### src/rtl/wire_bridge_pkg.sv
// Shared constants and status-word helpers for the wire_bridge host/core bridge.
// The stall flag and beat counter fields are only populated when WIRE_BRIDGE_STATS_EN is defined.
package wire_bridge_pkg;

  localparam int WORD_W       = 32;
  localparam int ST_ACK       = 0;
  localparam int ST_FULL      = 1;
  localparam int ST_HEADV     = 2;
  localparam int ST_STALL     = 3;
  localparam int ST_OCC_LSB   = 8;
  localparam int ST_CNT_LSB   = 16;
  localparam int OCC_W        = 8;
  localparam int CNT_W        = 16;
  localparam int STALL_THRESH = 1024;
  localparam int STALL_W      = $clog2(STALL_THRESH) + 1;

  function automatic logic [OCC_W-1:0] sat_occ(input int unsigned n);
    if (n > (2**OCC_W - 1)) return '1;
    return OCC_W'(n);
  endfunction

  function automatic logic [WORD_W-1:0] make_status(
    input logic             ack,
    input logic             full,
    input logic             headv,
    input logic             stall,
    input logic [OCC_W-1:0] occ,
    input logic [CNT_W-1:0] cnt
  );
    logic [WORD_W-1:0] s;
    s                         = '0;
    s[ST_ACK]                 = ack;
    s[ST_FULL]                = full;
    s[ST_HEADV]               = headv;
    s[ST_STALL]               = stall;
    s[ST_OCC_LSB +: OCC_W]    = occ;
    s[ST_CNT_LSB +: CNT_W]    = cnt;
    return s;
  endfunction

endpackage

### src/rtl/wire_bridge_fifo.sv
// Synchronous FIFO with a registered head word (reads 0 when empty) plus full/empty/count.
// Pointers carry one extra wrap bit so full and empty are distinguishable without a separate flag.
module wire_bridge_fifo
  import wire_bridge_pkg::*;
#(
  parameter int  WIDTH = 32,
  parameter int  DEPTH = 8,
  localparam int AW    = $clog2(DEPTH),
  localparam int CW    = AW + 1
) (
  input  logic             clock,
  input  logic             reset_n,
  input  logic             push_i,
  input  logic [WIDTH-1:0] wdata_i,
  input  logic             pop_i,
  output logic [WIDTH-1:0] head_o,
  output logic             full_o,
  output logic             empty_o,
  output logic [CW-1:0]    count_o
);

  logic [WIDTH-1:0] mem_q [DEPTH];
  logic [CW-1:0]    wr_ptr_q, wr_ptr_d;
  logic [CW-1:0]    rd_ptr_q, rd_ptr_d;
  logic [CW-1:0]    count, count_d;
  logic [WIDTH-1:0] head_q, head_d;
  logic             do_push, do_pop;

  assign count   = wr_ptr_q - rd_ptr_q;
  assign full_o  = (count == CW'(DEPTH));
  assign empty_o = (count == '0);
  assign do_push = push_i && !full_o;
  assign do_pop  = pop_i && !empty_o;
  assign count_o = count;
  assign head_o  = head_q;

  // The head register is preloaded from the next read slot; a push into a
  // FIFO that is (or becomes) empty bypasses the array for that one word.
  always_comb begin
    wr_ptr_d = wr_ptr_q + CW'(do_push);
    rd_ptr_d = rd_ptr_q + CW'(do_pop);
    count_d  = wr_ptr_d - rd_ptr_d;
    head_d   = mem_q[rd_ptr_d[AW-1:0]];
    if (count_d == '0) begin
      head_d = '0;
    end else if (do_push && ((count - CW'(do_pop)) == '0)) begin
      head_d = wdata_i;
    end
  end

  always_ff @(posedge clock) begin
    if (!reset_n) begin
      wr_ptr_q <= '0;
      rd_ptr_q <= '0;
      head_q   <= '0;
    end else begin
      wr_ptr_q <= wr_ptr_d;
      rd_ptr_q <= rd_ptr_d;
      head_q   <= head_d;
    end
  end

  always_ff @(posedge clock) begin
    if (do_push) begin
      mem_q[wr_ptr_q[AW-1:0]] <= wdata_i;
    end
  end

endmodule

### src/rtl/wire_bridge.sv
// FrontPanel wire-in/wire-out to ready/valid bridge using toggle-sequence handshakes, one FIFO per channel.
// Define WIRE_BRIDGE_STATS_EN to add per-channel beat counters and sticky long-stall flags to the status words.
module wire_bridge
  import wire_bridge_pkg::*;
#(
  parameter int N_IN  = 2,
  parameter int N_OUT = 1,
  parameter int W_IN  = 2,
  parameter int W_OUT = 1,
  parameter int DEPTH = 8
) (
  input  logic                          clock,
  input  logic                          reset_n,
  input  logic [N_IN*W_IN*WORD_W-1:0]   host_in_data,
  input  logic [N_IN-1:0]               host_in_seq,
  output logic [N_IN*WORD_W-1:0]        host_in_status,
  output logic [N_IN-1:0]               dev_in_valid,
  input  logic [N_IN-1:0]               dev_in_ready,
  output logic [N_IN*W_IN*WORD_W-1:0]   dev_in_bits,
  input  logic [N_OUT-1:0]              dev_out_valid,
  output logic [N_OUT-1:0]              dev_out_ready,
  input  logic [N_OUT*W_OUT*WORD_W-1:0] dev_out_bits,
  output logic [N_OUT*W_OUT*WORD_W-1:0] host_out_data,
  input  logic [N_OUT-1:0]              host_out_seq,
  output logic [N_OUT*WORD_W-1:0]       host_out_status
);

  localparam int IN_W  = W_IN * WORD_W;
  localparam int OUT_W = W_OUT * WORD_W;
  localparam int CW    = $clog2(DEPTH) + 1;
  localparam int N_CH  = N_IN + N_OUT;

  logic             out_en_q;
  logic [CNT_W-1:0] ch_cnt [N_CH];
  logic [N_CH-1:0]  ch_stall;

  // Holds dev_out_ready low through the reset cycle itself.
  always_ff @(posedge clock) begin
    if (!reset_n) out_en_q <= 1'b0;
    else          out_en_q <= 1'b1;
  end

`ifdef WIRE_BRIDGE_STATS_EN
  logic [N_CH-1:0] ch_pending;
  logic [N_CH-1:0] ch_serviced;

  for (genvar gi = 0; gi < N_CH; gi++) begin : g_stats
    logic [CNT_W-1:0]   cnt_q;
    logic [STALL_W-1:0] wait_q;
    logic               stall_q;

    always_ff @(posedge clock) begin
      if (!reset_n) begin
        cnt_q   <= '0;
        wait_q  <= '0;
        stall_q <= 1'b0;
      end else begin
        if (ch_serviced[gi]) cnt_q <= cnt_q + CNT_W'(1);
        if (ch_pending[gi] && !ch_serviced[gi]) begin
          if (wait_q != STALL_W'(STALL_THRESH)) wait_q <= wait_q + STALL_W'(1);
          if (wait_q == STALL_W'(STALL_THRESH - 1)) stall_q <= 1'b1;
        end else begin
          wait_q <= '0;
        end
      end
    end

    assign ch_cnt[gi]   = cnt_q;
    assign ch_stall[gi] = stall_q;
  end
`else
  for (genvar gi = 0; gi < N_CH; gi++) begin : g_nostats
    assign ch_cnt[gi] = '0;
  end
  assign ch_stall = '0;
`endif

  for (genvar gi = 0; gi < N_IN; gi++) begin : g_in
    logic            seq_q, ack_q;
    logic [IN_W-1:0] data_q;
    logic            pending, push, full, empty;
    logic [CW-1:0]   count;

    assign pending = (seq_q != ack_q);
    assign push    = pending && !full;

    always_ff @(posedge clock) begin
      if (!reset_n) begin
        seq_q  <= 1'b0;
        ack_q  <= 1'b0;
        data_q <= '0;
      end else begin
        seq_q  <= host_in_seq[gi];
        data_q <= host_in_data[gi*IN_W +: IN_W];
        if (push) ack_q <= seq_q;
      end
    end

    wire_bridge_fifo #(.WIDTH(IN_W), .DEPTH(DEPTH)) u_fifo (
      .clock   (clock),
      .reset_n (reset_n),
      .push_i  (push),
      .wdata_i (data_q),
      .pop_i   (dev_in_ready[gi]),
      .head_o  (dev_in_bits[gi*IN_W +: IN_W]),
      .full_o  (full),
      .empty_o (empty),
      .count_o (count)
    );

    assign dev_in_valid[gi] = !empty;
    assign host_in_status[gi*WORD_W +: WORD_W] =
      make_status(ack_q, full, 1'b0, ch_stall[gi], sat_occ(32'(count)), ch_cnt[gi]);

`ifdef WIRE_BRIDGE_STATS_EN
    assign ch_pending[gi]  = pending;
    assign ch_serviced[gi] = push;
`endif
  end

  for (genvar gi = 0; gi < N_OUT; gi++) begin : g_out
    logic          seq_q, ack_q;
    logic          pending, pop, full, empty, headv;
    logic [CW-1:0] count;

    assign pending = (seq_q != ack_q);
    assign pop     = pending && !empty;
    // A head the host has already asked to pop is no longer reported as valid.
    assign headv   = !empty && !pending;

    always_ff @(posedge clock) begin
      if (!reset_n) begin
        seq_q <= 1'b0;
        ack_q <= 1'b0;
      end else begin
        seq_q <= host_out_seq[gi];
        if (pop) ack_q <= seq_q;
      end
    end

    assign dev_out_ready[gi] = out_en_q && !full;

    wire_bridge_fifo #(.WIDTH(OUT_W), .DEPTH(DEPTH)) u_fifo (
      .clock   (clock),
      .reset_n (reset_n),
      .push_i  (dev_out_valid[gi] && dev_out_ready[gi]),
      .wdata_i (dev_out_bits[gi*OUT_W +: OUT_W]),
      .pop_i   (pop),
      .head_o  (host_out_data[gi*OUT_W +: OUT_W]),
      .full_o  (full),
      .empty_o (empty),
      .count_o (count)
    );

    assign host_out_status[gi*WORD_W +: WORD_W] =
      make_status(ack_q, full, headv, ch_stall[N_IN+gi], sat_occ(32'(count)), ch_cnt[N_IN+gi]);

`ifdef WIRE_BRIDGE_STATS_EN
    assign ch_pending[N_IN+gi]  = pending;
    assign ch_serviced[N_IN+gi] = pop;
`endif
  end

endmodule

### config.mk
export PLATFORM = sky130hd
export DESIGN_NAME = wire_bridge
export DESIGN_NICKNAME = d
export VERILOG_FILES = /design/src/rtl/wire_bridge_pkg.sv /design/src/rtl/wire_bridge_fifo.sv /design/src/rtl/wire_bridge.sv
export SDC_FILE = /design/constraint.sdc
export NUM_CORES = 1
export LEC_CHECK = 0
export CAP_MARGIN = 20
export CORE_MARGIN = 10
export CORE_UTILIZATION = 53
export DETAILED_ROUTE_END_ITERATION = 12
export HOLD_SLACK_MARGIN = 0.02
export PLACE_DENSITY = 0.76
export SYNTH_ARGS = -nofsm -noshare
export SYNTH_HDL_FRONTEND = slang
export SYNTH_HIERARCHICAL = 1
export SYNTH_SLANG_ARGS = --single-unit
export TNS_END_PERCENT = 10
### constraint.sdc
create_clock -name clock -period 9.37 [get_ports clock]
set_clock_uncertainty 0.15 [all_clocks]
set_input_delay 2.811 -clock clock [delete_from_list [all_inputs] [get_ports clock]]
set_output_delay 2.811 -clock clock [all_outputs]
set_load 0.1 [all_outputs]
==> metrics.yaml <==
grt_pass1_wl_mm: 198.7
fmax_mhz: 142.5
pin_count: 427
synth_seq_area_share_pct: 74.10
path_delay_family: "buffers and inverters"
min_from: "g_in[0].data_q[62]"
via_per_inst: 5.862
cp_num_buf_inv: 1
clkTransAtPathRegs_ns: 0.06
drv_slew: 0
grt_setup_unrepaired: "no"
power.total_mw: 23.73
synth-main-ff-cell: "edfxtp_1"
place.port_buffers: 349
async_reset_ff_share_pct: 0
cts_buffers: 160
drc: 0
die_area_sq_um: 128000
ir_worst_vdd_mv: 0.4562
num_vias: 30370
leakage_nw: 22.84
cts_root_buf: "clkbuf_16"
critPathMaxFanout: 11
tightestPinTransition_ns: 1.150
syn_to_final_growth_pct: 16.64
crit_start: "g_in[0].u_fifo/wr_ptr_q[2]"
min_period_ns: 7.016
syn_area_sq_um: 60490
rows: 123
initialDrtViolationCount: 2634
synth_top_cell_area_share_pct: 63.54
grtUsageTotal_pct: 20.57
die_h_um: 357.8
netlist_top_cells_area: "edfxtp_1, mux4_2, dfxtp_1"
synth_most_common_cell: "edfxtp_1"
critPathMaxStageDelay_ns: 1.19
drive_above_1_share_pct: 20.10
path_cells: "ha_1 -> and3b_1 -> or3_1 -> and2_1 -> nor2_1 -> clkdlybuf4s50_1"
slew_headroom_pct: 23.12
hold_viol: 0
cts_sinks: 1599
cp_data_required_time_ns: 6.41
clockBufferDepth: 3
overflow: 0
drt-total-wl_mm: 133.2
end_kind: "primary output"
status: "complete, no violations"
postRouteAntennaNets: 0
nNetsFinal: 3739
syn_avg_cell_area_sq_um: 19.14
ys_warn_count: 6
critPathSlowestCell: "clkdlybuf4s50_1"
worstPathArrival_ns: 4.05
cts_tree: "yes"
cts.repair.resized: 0
htree_levels: 4
cap_violations: 0
clk_latency_ns: 0.75
die_w_um: 357.8
synthCells: 3161
setup_tns_ns: 0
setup_viol: 0
coreArea_sq_um: 113000
ys_ff_latch: 1599
r2r-start: "g_out[0].u_fifo/wr_ptr_q[0]"
first_pass_iters: 6
yosysTopAreaCell: "edfxtp_1"
final.period_utilization_pct: 74.87
gp_congestion: 0.7758
worstHoldPathType: "flip-flop to flip-flop"
cts_setup_buffers: 0
hpwl_mm: 71.10
synth_common_cells: "edfxtp_1, mux4_2, dfxtp_1"
grt_max_degree: 129
synth_edf_count: 1280
grt_antenna_before_repair: 9
initial_core_util_pct: 53.55
routedWlPerCell_um: 25.72
critical_path_class: "flip-flop to primary output"
synth_cell_types: 55
powerDensity_nw_per_um2: 336.4
grt_pass1_vias: 31350
hold_buffers: 0
startpoint_type: "flip-flop"
[state kept, by name, summed over array words and instances (netlist names), 2 cells and up]
signal,cells
g_in.u_fifo/mem_q,1024
g_out.u_fifo/wr_ptr_q,4
g_in.u_fifo/wr_ptr_q,8
g_in.u_fifo/head_o,128
g_in.u_fifo/rd_ptr_q,8
g_in.ack_q,2
g_out.u_fifo/mem_q,256
g_in.data_q,128
g_out.u_fifo/rd_ptr_q,4
g_out.u_fifo/head_o,32
g_in.seq_q,2
[final cells by class]
type                    count  area, sq um
multi-input cells        1337        14300
diodes                      3        7.507
clock buffers             230         4549
clock inverters            68        858.3
inverters                  31        116.4
fillers                  7701        42410
flip-flops and latches   1599        44820
well taps                1500         1877
repair buffers            412         4025
[worst reg2reg max path: stages (launching register included)]
cell and delay [ns]:
dfxtp_1 0.48, inv_1 0.21, ha_1 0.25, inv_1 0.07
fa_1 0.45, or3_1 0.41, nor2_1 0.25, nor2_1 0.08
nor2b_1 0.18, ha_4 0.19, ha_2 0.89, buf_4 0.62
xnor2_1 0.24, nand4_1 0.13, o22ai_1 0.19, mux2_2 0.17
buf_4 0.53, nor4bb_1 0.15
[routing by layer]
| layer | vias up | part of all wire (%) | track usage (%) |
|---|---|---|---|
| met5 | - | 0.047 | 0 |
| met3 | 203 | 8.6 | 4.850 |
| met1 | 15820 | 39 | 27.03 |
| met2 | 1205 | 50 | 34.29 |
| li1 | 13130 | - | - |
| met4 | 10 | 2.2 | 5.855 |
[stage by stage]
| stage | hold slack (ns) | cell area [sq um] | util (%) | cells | setup slack [ns] |
|---|---|---|---|---|---|
| floorplan | 0.3540 | 60770 | - | 3237 | -1.258 |
| global placement | 0.3577 | 65140 | 57.67 | 4879 | 2.622 |
| detailed placement | 0.3870 | 65140 | 57.67 | 4879 | 2.569 |
| CTS | 0.4059 | 70550 | 62.45 | 5177 | 2.305 |
| global route | 0.4254 | 70560 | 62.46 | 5180 | 2.138 |
| finish | 0.3930 | 70560 | 62.46 | 5180 | 2.354 |
[layout by cell type, fill, tap and decap left out, types with 6 or more instances in the layout]
cell type / Yosys / final
nor3_1: 103 / 97
clkdlybuf4s50_1: 0 / 345
a211oi_1: 116 / 116
clkbuf_1: 59 / 44
inv_1: 29 / 29
nor2_1: 47 / 45
dfxtp_1: 319 / 319
mux2i_1: 34 / 34
nor4_1: 17 / 11
nand3_1: 6 / 6
buf_4: 112 / 61
mux4_2: 320 / 320
nand2_1: 7 / 7
clkinv_2: 0 / 21
nor4_2: 11 / 17
xor2_1: 17 / 15
nor2b_1: 141 / 141
and2_1: 146 / 146
xnor2_1: 11 / 11
inv_6: 0 / 8
nor3_2: 11 / 17
conb_1: 1 / 77
a211oi_2: 43 / 43
clkbuf_8: 0 / 25
edfxtp_1: 1280 / 1280
nor4b_2: 0 / 6
clkbuf_16: 0 / 162
bufinv_16: 0 / 16
clkinv_1: 2 / 14
o21ai_0: 143 / 143
ha_1: 27 / 21
[power breakdown]
group | internal [mW] | leakage, nW | switching (mW)
sequential | 8.34 | 14.4 | 0.298
clock | 3.84 | 2.64 | 2.64
combinational | 3.22 | 5.85 | 5.40
total | 15.4 | 22.8 | 8.34
[final timing paths]
path,cells after the start,slack (ns),end
worst max-delay path,6,2.35,host_in_status[1]
worst min-delay path,0,0.39,g_in[0].u_fifo/mem_q[3][62]
worst max register to register,17,3.60,g_out[0].u_fifo/head_o[6]
worst min register to register,0,0.39,g_in[0].u_fifo/mem_q[3][62]
[cells by family after synthesis]
family	synth area share, %
DFF	74.10
and+or+nand+nor	5.233
muxes	12.55
AOI/OAI and AO/OA	3.694
buffers and inverters	3.167
xor gates and xnor gates	0.5874
adders and majority gates	0.6578
other	0.006200
(Power assumes the default switching activity.)
